==> config.mk <==
export PLATFORM = sky130hd
export DESIGN_NAME = input_cond
export DESIGN_NICKNAME = d
export VERILOG_FILES = /design/src/rtl/input_cond_pkg.sv /design/src/rtl/input_cond_ch.sv /design/src/rtl/input_cond.sv
export SDC_FILE = /design/constraint.sdc
export NUM_CORES = 1
export LEC_CHECK = 0
export ABC_AREA = 0
export BUFFER_PORTS_ARGS = -buffer_cell sky130_fd_sc_hd__buf_2
export CAP_MARGIN = 30
export CORE_UTILIZATION = 40
export CTS_BUF_LIST = sky130_fd_sc_hd__clkbuf_8
export DETAILED_ROUTE_END_ITERATION = 12
export PLACE_DENSITY = 0.55
export SYNTH_ARGS = -nofsm -noshare
export SYNTH_HDL_FRONTEND = slang
export SYNTH_SLANG_ARGS = --single-unit
export TNS_END_PERCENT = 50
==> constraint.sdc <==
create_clock -name clk_i -period 15.6 [get_ports clk_i]
set_input_delay 3.9 -clock clk_i [delete_from_list [all_inputs] [get_ports clk_i]]
set_output_delay 3.9 -clock clk_i [all_outputs]
set_load 0.02 [all_outputs]
==> src/rtl/input_cond_pkg.sv <==
// Shared constants and helpers for the input conditioner.
// Optional INPUT_COND_FALL_EN adds a falling-edge pulse output.
package input_cond_pkg;

   localparam int INPUT_COND_SYNC_STAGES_DEF = 2;
   localparam int INPUT_COND_DEBOUNCE_DEF    = 1000000;

   function automatic int cnt_width(int cycles);
      int w;
      w = $clog2(cycles);
      return (w < 1) ? 1 : w;
   endfunction

endpackage

==> src/rtl/input_cond_ch.sv <==
// One conditioner channel: synchroniser, debounce counter, edge pulses.
// Optional INPUT_COND_FALL_EN adds fall_o.
module input_cond_ch
   import input_cond_pkg::*;
#(
   parameter int SYNC_STAGES     = INPUT_COND_SYNC_STAGES_DEF,
   parameter int DEBOUNCE_CYCLES = INPUT_COND_DEBOUNCE_DEF
) (
   input  logic clk_i,
   input  logic arst_i,
   input  logic raw_i,
   output logic level_o,
   output logic rise_o
`ifdef INPUT_COND_FALL_EN
   ,
   output logic fall_o
`endif
);

   localparam int CW = cnt_width(DEBOUNCE_CYCLES);
   localparam logic [CW-1:0] CNT_MAX = CW'(DEBOUNCE_CYCLES - 1);

   logic [SYNC_STAGES-1:0] sync_q, sync_d;
   logic [CW-1:0]          cnt_q, cnt_d;
   logic                   stable_q, stable_d;
   logic                   rise_q, rise_d;
   logic                   fall_d;
   logic                   sync;

   assign sync_d = {sync_q[SYNC_STAGES-2:0], raw_i};
   assign sync   = sync_q[SYNC_STAGES-1];

   // Any match clears the count, so a glitch never accumulates.
   always_comb begin
      cnt_d    = '0;
      stable_d = stable_q;
      rise_d   = 1'b0;
      fall_d   = 1'b0;
      if (sync != stable_q) begin
         if (cnt_q == CNT_MAX) begin
            stable_d = sync;
            rise_d   = sync;
            fall_d   = ~sync;
         end else begin
            cnt_d = cnt_q + 1'b1;
         end
      end
   end

   always_ff @(posedge clk_i or posedge arst_i) begin
      if (arst_i) begin
         sync_q   <= '0;
         cnt_q    <= '0;
         stable_q <= 1'b0;
         rise_q   <= 1'b0;
      end else begin
         sync_q   <= sync_d;
         cnt_q    <= cnt_d;
         stable_q <= stable_d;
         rise_q   <= rise_d;
      end
   end

   assign level_o = stable_q;
   assign rise_o  = rise_q;

`ifdef INPUT_COND_FALL_EN
   logic fall_q;

   always_ff @(posedge clk_i or posedge arst_i) begin
      if (arst_i) begin
         fall_q <= 1'b0;
      end else begin
         fall_q <= fall_d;
      end
   end

   assign fall_o = fall_q;
`else
   logic unused_fall;
   assign unused_fall = fall_d;
`endif

endmodule

==> src/rtl/input_cond.sv <==
// Multi-channel push-button / switch conditioner feeding the SoC.
// Optional INPUT_COND_FALL_EN adds fall_o.
module input_cond
   import input_cond_pkg::*;
#(
   parameter int NCH             = 17,
   parameter int SYNC_STAGES     = INPUT_COND_SYNC_STAGES_DEF,
   parameter int DEBOUNCE_CYCLES = INPUT_COND_DEBOUNCE_DEF
) (
   input  logic           clk_i,
   input  logic           arst_i,
   input  logic [NCH-1:0] raw_i,
   output logic [NCH-1:0] level_o,
   output logic [NCH-1:0] rise_o
`ifdef INPUT_COND_FALL_EN
   ,
   output logic [NCH-1:0] fall_o
`endif
);

   for (genvar g = 0; g < NCH; g++) begin : g_ch
      input_cond_ch #(
         .SYNC_STAGES    (SYNC_STAGES),
         .DEBOUNCE_CYCLES(DEBOUNCE_CYCLES)
      ) u_ch (
         .clk_i  (clk_i),
         .arst_i (arst_i),
         .raw_i  (raw_i[g]),
         .level_o(level_o[g]),
         .rise_o (rise_o[g])
`ifdef INPUT_COND_FALL_EN
         ,
         .fall_o (fall_o[g])
`endif
      );
   end

endmodule

## Word level (Yosys, flattened, before mapping)

Index checks and enable logic that the tools add are counted.

| storage, ports and cells | value |
|---|---|
| register bits after elaboration | 408 |

| operators by class | value |
|---|---|
| reductions and logical operators | 17 |
| muxes and demuxes | 68 |
| equality and inequality tests | 34 |
| add/sub/neg operators | 17 |

Operator list:

| cell | number |
|---|---|
| two-way mux 20 bit | 34 |
| adder 20 x 1 -> 20 bit (second input constant) | 17 |
| == test 20 bit (second input constant) | 17 |
| two-way mux 1 bit | 34 |
| AND reduction 2 bit | 17 |
| != test 1 bit | 17 |

## Logic depth before layout (Yosys ltp)

| logic depth | value |
|---|---|
| depth after elaboration | 3 |
| depth in mapped cells | 6 |
| gate-level depth less buffers | 5 |

## Hierarchy

From an unflattened synthesis, not the netlist that was laid out.

| unflattened totals | value |
|---|---|
| cells, all modules | 1836 |
| area, all modules | 20206.9 µm² |

Modules (own cells, without submodules):

| module | cells an instance | times used | area an instance (µm²) |
|---|---|---|---|
| input_cond_ch | 108 | 17 | 1188.6 |

## Worst setup path before layout

No wires, ideal clock.

| timing | value |
|---|---|
| path kind | flip-flop to output port |
| start | reg g_ch[4].u_ch.stable_q |
| end | out level_o[4] |
| setup slack | 11.157 ns |
| data required time | 11.700 ns |
| arrival time | 0.543 ns |
| stages on the path, launching flop included | 2 |
| cell sequence | dfrtp_1 > buf_4 |

RTL lines:

| element | line | RTL |
|---|---|---|
| start: declaration | input_cond_ch.sv:25 | `logic stable_q, stable_d;` |
| start signal: assignment | input_cond_ch.sv:59 | `stable_q <= stable_d;` |
| end: declaration | input_cond.sv:13 | `output logic [NCH-1:0] level_o,` |

No word-level cell between the ends.

## Final worst setup path

| timing | value |
|---|---|
| start | reg g_ch[16].u_ch.stable_q |
| end | out level_o[16] |

RTL lines:

| element | line |
|---|---|
| start: declaration | input_cond_ch.sv:25 |
| start signal: assignment | input_cond_ch.sv:59 |

No word-level cell between the ends.

==> results by group <==
Global routing
  • GRT Total Usage: 15.3%
  • M3 GR Usage: 3.74%
  • Met2 usage: 23.9%
  • Global-route wire length before repair: 64800 um
  • Vias in the first global route: 14000
  • Most used routing layer: met2
  • Initial antenna violation count: 0
  • Grt ovf: 0
  • Met1 Usage GRT: 20.6%
  • Largest net degree at the start of global routing: 186

Synthesis
  • FF+latch count, synth: 408
  • EDFF count, synth: 0
  • Syn_nets: 2000
  • Area of the mapped netlist: 19500 um^2
  • Synth top area share: 52.3%
  • Register area share after synthesis: 52.3%
  • Leading area contributor after synthesis: dfrtp_1
  • Syn_area_per_cell: 9.94 um^2
  • YS warnings: 0
  • Post-synth cell types: 48
  • Post-Syn Instances: 1964
  • Area contributors post-synth: dfrtp_1, xnor2_1, xor2_1, nor2_1, nand3_1
  • Fraction of registers with async set/reset: 100%
  • Prevailing post-synth register cell: dfrtp_1

Timing
  • Slew margin rel.: 25.8%
  • Final worst path period share: 32.7%
  • Worst-Margin Slew: 1.11 ns
  • Setup violators final: 0
  • TNS Setup: 0 ns
  • Max Transition Viols Final: 0
  • RSZ-0062 raised after global routing: false
  • Final hold violation count: 0
  • FMAX: 196 MHz
  • Layout Skew: 0.0151 ns
  • Tmin final: 5.11 ns
  • WHS: 0.344 ns

Layout
  • Post-layout net count: 2053
  • Layout cell share with drive strength beyond 1: 11.3%
  • Ant diodes: 0
  • Fin util: 45.2%
  • Area Overhead vs Synth: 11.0%
  • Commonest non-fill, non-tap cell in the layout: dfrtp_1
  • Fillers: 4537
  • Most frequent cells in the layout: dfrtp_1, nor2_1, nand3_1

Min path
  • Worst min path class: reg -> reg
  • Hold Crit Depth: 0
  • Endpoint, Worst Hold: g_ch[2].u_ch.sync_q[1]
  • Min-delay src: g_ch[2].u_ch.sync_q[0]

Routing
  • Pre-Repair DR Iteration Count: 5
  • DR vias: 14200
  • Iteration-0 DRC Markers: 656
  • Final ANT Viol Nets: 0
  • Post-Route WL: 36500 um
  • Vias per cell: 5.29
  • DRC Markers: 0
  • Avg WL per Cell: 13.6 um

Run
  • Max cap viols: 0

Placement
  • Placer Congestion: 0.747
  • DP HPWL: 23200 um
  • PortBufs: 52

Clocking
  • CTS max path bufs: 3
  • Reg clk slew, reported paths: 0.05 ns
  • Num CTS Buffers: 75
  • H-tree depth: 3
  • Post-cts sizing count: 0
  • Clock Tree Root: clkbuf_8
  • Post-CTS Setup Repair Bufs: 0
  • CTS tree: built
  • Clock latency on the worst-skew pair: 0.63 ns
  • Hold_buf cts: 0
  • CTS sink cnt: 408

Worst setup path
  • Reg2reg start: g_ch[10].u_ch.cnt_q[7]
  • Worst Path Arrival: 1.21 ns
  • Crit-path max FO: 4
  • CP max stage delay: 0.41 ns
  • Required @ worst endpoint: 11.70 ns
  • Crit start category: flip-flop
  • Worst path cell trace: buf_2
  • RR Endpoint: g_ch[10].u_ch.cnt_q[18]
  • Critical Path End Type: output pin
  • Flop2flop setup slack: 12.96 ns
  • R2r worst-path depth: 5
  • Critical path class: reg -> out
  • Crit-path slowest cell: dfrtp_1
  • Top Family by Delay on Critical Path: flip-flops
  • Crit path buf inv count: 1

Floorplan
  • Die Ht: 223 um
  • Total core area: 47900 um^2
  • Initial core utilization: 40.7%
  • I/O Pins: 53
  • Die W: 223 um
  • FP Rows: 80
  • Die ar.: 49700 um^2

Power and ir drop
  • Pleak: 8.91 nW
  • Max VDD drop: 49.7 uV
  • Total power: 2.13 mW
  • Power per cell area: 98.1 nW/um^2

Status
  • Status: finished clean
[kinds of logic (layout without fill, tap and decap cells)]
logic type,after synthesis,after routing,share of synthesized area (%)
AO/OA/AOI/OAI,255,255,7.57
XOR/XNOR,205,205,9.19
adder cells (fa/ha/maj),17,17,1.09
buffers and inverters,159,264,3.93
flip-flops,408,408,52.3
multiplexers,17,17,0.968
AND/OR/NAND/NOR,903,903,25.0
[routing by layer]
| layer | part of all wire, % | vias to the layer above | wire, um |
|---|---|---|---|
| met5 | 0 | - | 0 |
| met4 | 2.7 | 0 | 981 |
| met3 | 3.8 | 86 | 1390 |
| met2 | 45 | 173 | 16300 |
| met1 | 49 | 6847 | 17900 |
| li1 | - | 7080 | - |
[flip-flops by register name, indices dropped and copies added, names as in the netlist]
| name | flops |
|---|---|
| g_ch.u_ch.sync_q | 34 |
| g_ch.u_ch.rise_o | 17 |
| g_ch.u_ch.level_o | 17 |
| g_ch.u_ch.cnt_q | 340 |
[power breakdown]
group / leakage (nW) / internal [mW] / switching [mW] / total, mW
Clock: 0.845 / 0.537 / 0.435 / 0.972
Combinational: 2.48 / 0.0184 / 0.0471 / 0.0655
Sequential: 5.58 / 1.07 / 0.0146 / 1.09
Total: 8.91 / 1.63 / 0.497 / 2.13
[synthesized netlist by cell type (14+ instances only)]
library cell  instances
dfrtp_1             408
nor2_1              235
nand3_1             141
a21oi_1             118
nand2_1             115
xnor2_1             103
xor2_1              102
or4_1                76
or3_1                68
o21ai_0              66
inv_1                65
o31ai_1              59
nand4_1              50
nor3_1               42
nor4_1               40
buf_4                39
clkbuf_1             36
and3_1               32
buf_2                18
ha_1                 17
mux2_2               15
and4_1               14
[area by class of cell]
| cell class | instances | area [um^2] | area share (%) |
|---|---|---|---|
| clock buffer | 94 | 1290 | 5.97 |
| multi-input combinational | 1397 | 8590 | 39.6 |
| clock inverter | 35 | 145 | 0.669 |
| timing repair buffer | 70 | 428 | 1.97 |
| inverter | 65 | 251 | 1.16 |
| tap | 615 | 769 | 3.55 |
| sequential | 408 | 10200 | 47.1 |
[worst max-delay path by stage]
stage | startpoint | depth (start not counted) | endpoint
3_5_place_dp | arst_i | 3 | g_ch[9].u_ch.level_o
3_3_place_gp | arst_i | 3 | g_ch[14].u_ch.cnt_q[12]
5_1_grt | g_ch[4].u_ch.level_o | 1 | level_o[4]
4_1_cts | g_ch[11].u_ch.level_o | 1 | level_o[11]
6_report | g_ch[16].u_ch.level_o | 1 | level_o[16]
2_1_floorplan | arst_i | 1 | g_ch[0].u_ch.cnt_q[0]
[stage by stage]
stage,setup WS (ns),instance area (um^2),instances
after global placement,10.08,20200,2554
final,10.49,21700,2684
after floorplan,0.349,19500,1964
after detailed placement,10.13,20200,2555
after global routing,10.40,21700,2684
after CTS,10.42,21700,2684
No activity file was read; power rests on OpenSTA's default activity.
